<file path="src/rtl/pc_sequencer.sv">
// -----------------------------------------------------------------------------
// pc_sequencer
//   Instruction-fetch sequencer for the single-issue MIPS datapath. It owns the
//   program counter and fetches one instruction at a time over a req/ack
//   handshake with instruction memory. Each instruction goes to decode over a
//   valid/ready handshake. When decode accepts, the next PC is chosen from the
//   jump-register, jump, branch or sequential target.
//
//   Build option: define PC_SEQ_JR_EN to honour jump_reg/rs_value.
//   When PC_SEQ_JR_EN is undefined:
//     - jump_reg and rs_value are ignored.
//     - misalign_err stays 0.
//
// Parameters
//   RESET_PC     PC loaded on reset
//   MAX_WAIT     fetch cycles without ack before timeout (2..255)
//
// Ports
//   clk, reset          rising-edge clock, synchronous active-high reset
//   imem_req/imem_addr  fetch request and address (address == pc)
//   imem_ack/imem_rdata instruction memory response
//   instr_out/pc_out    registered instruction and its PC for decode
//   instr_valid         instr_out valid (DECODE state)
//   instr_ready         decode accept / stall (low = stall)
//   branch_taken, jump, jump_reg, rs_value
//                       next-PC controls, sampled only at accept
//   retired             count of accepted instructions (wraps)
//   timeout_err         sticky fetch-timeout flag
//   misalign_err        sticky misaligned jump-register target flag
// -----------------------------------------------------------------------------
module pc_sequencer #(
    parameter logic [31:0] RESET_PC = 32'h0000_0000,
    parameter int unsigned MAX_WAIT = 16
) (
    input  logic        clk,
    input  logic        reset,
    output logic        imem_req,
    output logic [31:0] imem_addr,
    input  logic        imem_ack,
    input  logic [31:0] imem_rdata,
    output logic [31:0] instr_out,
    output logic [31:0] pc_out,
    output logic        instr_valid,
    input  logic        instr_ready,
    input  logic        branch_taken,
    input  logic        jump,
    input  logic        jump_reg,
    input  logic [31:0] rs_value,
    output logic [31:0] retired,
    output logic        timeout_err,
    output logic        misalign_err
);

    // ST_DROP is the single dead cycle after a timeout. The request is low
    // in that cycle, and an ack arriving then is ignored.
    typedef enum logic [1:0] {
        ST_FETCH  = 2'd0,
        ST_DROP   = 2'd1,
        ST_DECODE = 2'd2
    } state_e;

    localparam logic [7:0] WAIT_LAST = 8'(MAX_WAIT - 1);

    state_e      state_q,    state_d;
    logic [31:0] pc_q,       pc_d;
    logic [31:0] instr_q,    instr_d;
    logic [31:0] pc_out_q,   pc_out_d;
    logic [31:0] retired_q,  retired_d;
    logic [7:0]  wait_q,     wait_d;
    logic        timeout_q,  timeout_d;
    logic        misalign_q, misalign_d;

    logic [31:0] p4_s;
    logic [31:0] next_pc_s;
    logic        jr_sel_s;
    logic        jr_misalign_s;

`ifdef PC_SEQ_JR_EN
    assign jr_sel_s      = jump_reg;
    assign jr_misalign_s = jump_reg && (rs_value[1:0] != 2'b00);
`else
    logic unused_jr_s;
    assign unused_jr_s   = ^{jump_reg, rs_value};
    assign jr_sel_s      = 1'b0;
    assign jr_misalign_s = 1'b0;
`endif

    // Next-PC selection from the accepted instruction; the first match wins.
    always_comb begin
        p4_s = pc_out_q + 32'd4;
        if (jr_sel_s) begin
            next_pc_s = {rs_value[31:2], 2'b00};
        end else if (jump) begin
            next_pc_s = {p4_s[31:28], instr_q[25:0], 2'b00};
        end else if (branch_taken) begin
            next_pc_s = p4_s + {{14{instr_q[15]}}, instr_q[15:0], 2'b00};
        end else begin
            next_pc_s = p4_s;
        end
    end

    // Fetch/decode state machine next-state and datapath update.
    always_comb begin
        state_d    = state_q;
        pc_d       = pc_q;
        instr_d    = instr_q;
        pc_out_d   = pc_out_q;
        retired_d  = retired_q;
        wait_d     = wait_q;
        timeout_d  = timeout_q;
        misalign_d = misalign_q;
        case (state_q)
            ST_FETCH: begin
                if (imem_ack) begin
                    instr_d  = imem_rdata;
                    pc_out_d = pc_q;
                    wait_d   = 8'd0;
                    state_d  = ST_DECODE;
                end else if (wait_q == WAIT_LAST) begin
                    timeout_d = 1'b1;
                    wait_d    = 8'd0;
                    state_d   = ST_DROP;
                end else begin
                    wait_d = wait_q + 8'd1;
                end
            end
            ST_DROP: begin
                state_d = ST_FETCH;
            end
            ST_DECODE: begin
                if (instr_ready) begin
                    retired_d = retired_q + 32'd1;
                    pc_d      = next_pc_s;
                    state_d   = ST_FETCH;
                    if (jr_misalign_s) begin
                        misalign_d = 1'b1;
                    end else begin
                        misalign_d = misalign_q;
                    end
                end else begin
                    state_d = ST_DECODE;
                end
            end
            default: begin
                state_d = ST_FETCH;
            end
        endcase
    end

    // State and datapath registers with synchronous reset.
    always_ff @(posedge clk) begin
        if (reset) begin
            state_q    <= ST_FETCH;
            pc_q       <= RESET_PC;
            instr_q    <= 32'd0;
            pc_out_q   <= 32'd0;
            retired_q  <= 32'd0;
            wait_q     <= 8'd0;
            timeout_q  <= 1'b0;
            misalign_q <= 1'b0;
        end else begin
            state_q    <= state_d;
            pc_q       <= pc_d;
            instr_q    <= instr_d;
            pc_out_q   <= pc_out_d;
            retired_q  <= retired_d;
            wait_q     <= wait_d;
            timeout_q  <= timeout_d;
            misalign_q <= misalign_d;
        end
    end

    assign imem_req     = (state_q == ST_FETCH);
    assign imem_addr    = pc_q;
    assign instr_valid  = (state_q == ST_DECODE);
    assign instr_out    = instr_q;
    assign pc_out       = pc_out_q;
    assign retired      = retired_q;
    assign timeout_err  = timeout_q;
    assign misalign_err = misalign_q;

endmodule

</file>
<file path="config.mk">
export PLATFORM = sky130hd
export DESIGN_NAME = pc_sequencer
export DESIGN_NICKNAME = d
export VERILOG_FILES = /design/src/rtl/pc_sequencer.sv
export SDC_FILE = /design/constraint.sdc
export NUM_CORES = 1
export LEC_CHECK = 0
export BUFFER_PORTS_ARGS = -buffer_cell sky130_fd_sc_hd__buf_2
export CELL_PAD_IN_SITES_DETAIL_PLACEMENT = 2
export CELL_PAD_IN_SITES_GLOBAL_PLACEMENT = 2
export CORE_AREA = 2 2 165 167
export CTS_CLUSTER_SIZE = 20
export DETAILED_ROUTE_END_ITERATION = 10
export DIE_AREA = 0 0 167 169
export HOLD_SLACK_MARGIN = 0.05
export PLACE_DENSITY_LB_ADDON = 0.2
export SKIP_LAST_GASP = 1
export SYNTH_ARGS = -nofsm -noshare
export SYNTH_HDL_FRONTEND = slang
export SYNTH_SLANG_ARGS = --single-unit
</file>
<file path="constraint.sdc">
create_clock -name clk -period 4.4 [get_ports clk]
set_input_delay 0.88 -clock clk [delete_from_list [all_inputs] [get_ports clk]]
set_output_delay 0.88 -clock clk [all_outputs]
set_load 0.03 [all_outputs]
</file>
==> metrics <==
DRC=0; PortBufs=168; total power=3.292 mW; Inserted Clock Buffers=17; final core occ=36.57%; Rows=60; P&R area growth vs syn=23.90%; hpwl dp=22560 um; met2 Resource Use GR=39.47%; Synth area leaders=dfxtp_1 (36%), nand2_1 (10%), a21oi_1 (7.9%); Yosys Warn Count=0; crit start category=flop; Critical Path, Cell by Cell=ha_1 -> nand3_1 -> xnor2_1 -> ha_1 -> a21o_1 -> a31oi_1 -> a211oi_1 -> o31ai_2 -> a21oi_2 -> a211oi_1 -> xor2_1 -> or4_1 -> a31oi_1; number of global-route vias before repair=8406; initial antenna violation count=0; CTS HTree Levels=4; layout cell share with drive strength beyond 1=20.79%; syn_nets=1130; status=finished, final reports clean; Post-synth top flop=dfxtp_1; via density per instance=5.255; Setup Fix Bufs, Post-CTS=0; met1 Usage GRT=26.94%; largest net degree at the start of global routing=74; Synth Area per Inst=7.675 um2; Nets=1286; slew at the pin closest to its max-slew limit=0.9777 ns; CTS max path bufs=2; Fillers=3179; Core ar.=0.02650 mm2; First DRT Iteration DRCs=405; Max Clock Skew=0.01909 ns; Worst Hold Class=flop to flop; commonest non-fill, non-tap cell in the layout=nand2_1; slew margin rel.=34.82%; vias=8035; die area=0.02822 mm2; count of flip-flops with a built-in enable after synthesis=0; Remaining Overflow, GRT=0; Synth Register Bits=139; fmax=0.2504 GHz; Ports=203; Distinct cells, synth=75; CTS tree=built; die width=167 um; ANT nets after route=0; Mapped Cells=1019; Slew Viols, Final=0; TNS Setup=0 ns; MaxCap Viol Count=0; Cell Pwr Density=339.7 mW/mm2; Fin Hold WS=0.4602 ns; die height=169 um; final setup violating endpoints=0; CP Data Required Time=4.76 ns; min cycle time layout=3.993 ns; DRT Wirelength=30620 um; peak supply drop=204.1 uV; most frequent cells in the layout=nand2_1 (217), buf_2 (167), dfxtp_1 (139), a21oi_1 (124), nor2_1 (84); met3 Use GR=3.811%; Crit-path slowest cell=o31ai_2; Total Routing Usage GR=21.84%; grt peak-use layer=met2; iteration count of the initial detailed-routing pass=4; final hold vios=0; CP Capture Type=flop; diode count=0; clk slew on worst S/H paths=0.07 ns; leak pwr=4.264 nW; Post-synth ARST share=0%; WS Path Type=flop to flop; Critical Path Max Stage Delay=0.57 ns; crit share post-route=90.75%; Worst Path Buf+Inv=0; root buf cell=clkbuf_16; CP max FO=7; Avg WL per Cell=20.03 um; Top Family by Delay on Critical Path=compound AO/OA/AOI/OAI gates; worst skew pair latency=0.44 ns; first-pass GRT wire length=48290 um; GP Congestion=0.8216; Synth Cell Area=0.007821 mm2; initial core utilization=29.51%; critical path arrival=4.35 ns; top cell type by total area after synthesis=dfxtp_1; sequential area share after synthesis=35.58%; clock sinks=139; Synth top area share=35.58%
## per-layer routing
metal  part of all wire, %  wire length [um]
met1                    44             13600
met5                     0                 0
met3                   4.2              1295
met2                    50             15320
met4                   1.3               403
## state kept, by name, indices dropped and copies added (netlist names)
| register | flops |
|---|---|
| wait_q | 8 |
| imem_addr | 32 |
| state_q | 2 |
| instr_out | 32 |
| pc_out | 32 |
| retired | 32 |
| timeout_err | 1 |
## kinds of logic (layout without fill, tap and decap cells)
group,count (synthesis),count (layout),synth area share (%)
compound gates,267,267,21.53
other cells,1,1,0.04795
mux,7,7,0.8959
fa+ha+maj,40,40,6.495
simple gates,429,429,24.43
flops,139,139,35.58
buf+inv,67,236,3.295
xor+xnor,69,69,7.727
## synth_stat cells (4+ instances only)
cell and n:
a311oi_1 5, xnor2_1 35, inv_1 15, mux2i_1 7
a21oi_1 124, a221o_1 4, o21ai_0 39, nor2_1 85
and3_1 22, a21o_1 12, xor2_1 34, and4_1 5
nand3_1 35, or3_1 9, and2_1 4, nor3_1 10
a211oi_1 11, o211ai_1 13, dfxtp_1 139, clkbuf_1 44
ha_1 39, nand4_1 15, o21a_1 6, nand2_1 218
or2_2 5, nand2b_1 6
## power breakdown
| group | internal, mW | total (mW) | leakage (nW) | switching [mW] |
|---|---|---|---|---|
| clock | 0.916 | 1.58 | 0.303 | 0.663 |
| sequential | 1.29 | 1.33 | 1.13 | 0.0377 |
| combinational | 0.113 | 0.385 | 2.83 | 0.272 |
| total | 2.32 | 3.29 | 4.26 | 0.972 |
## tightest hold or removal path, cell delays in order (launching register included)
cell and delay [ns]:
dfxtp_1 0.31, nand2_1 0.05, a21oi_1 0.05
## repair_timing
action	CTS	global route
hold buffers	0	0
endpoints found under the setup margin	0	2
gates resized for setup	0	4
## final timing paths
kind | slack, ns | cells after the start | start | end
max | 0.41 | 13 | pc_out[2]$_SDFFE_PP0P_ | imem_addr[31]$_SDFFE_PP0P_
min reg2reg | 0.46 | 2 | instr_out[27]$_SDFFE_PP0P_ | instr_out[27]$_SDFFE_PP0P_
min | 0.46 | 2 | instr_out[27]$_SDFFE_PP0P_ | instr_out[27]$_SDFFE_PP0P_
max reg2reg | 0.41 | 13 | pc_out[2]$_SDFFE_PP0P_ | imem_addr[31]$_SDFFE_PP0P_
## area by class of cell
class	count	area, um2	share of cell area (%)
Multi-Input combinational cell	813	4802	49.55
Sequential cell	139	2783	28.72
Tap cell	341	426.7	4.403
Timing Repair Buffer	187	985.9	10.17
Clock inverter	15	203.9	2.105
Inverter	17	63.81	0.6585
Clock buffer	17	425.4	4.390
## metrics by stage
step	instance area [um2]	std cells	setup WS, ns
6_report	9691	1529	0.4070
5_1_grt	9691	1529	-0.01552
4_1_cts	9673	1529	0.2917
3_5_place_dp	9044	1497	0.3413
3_3_place_gp	9044	1497	0.4054
2_1_floorplan	7821	1019	0.7646
(Power assumes the default switching activity.)
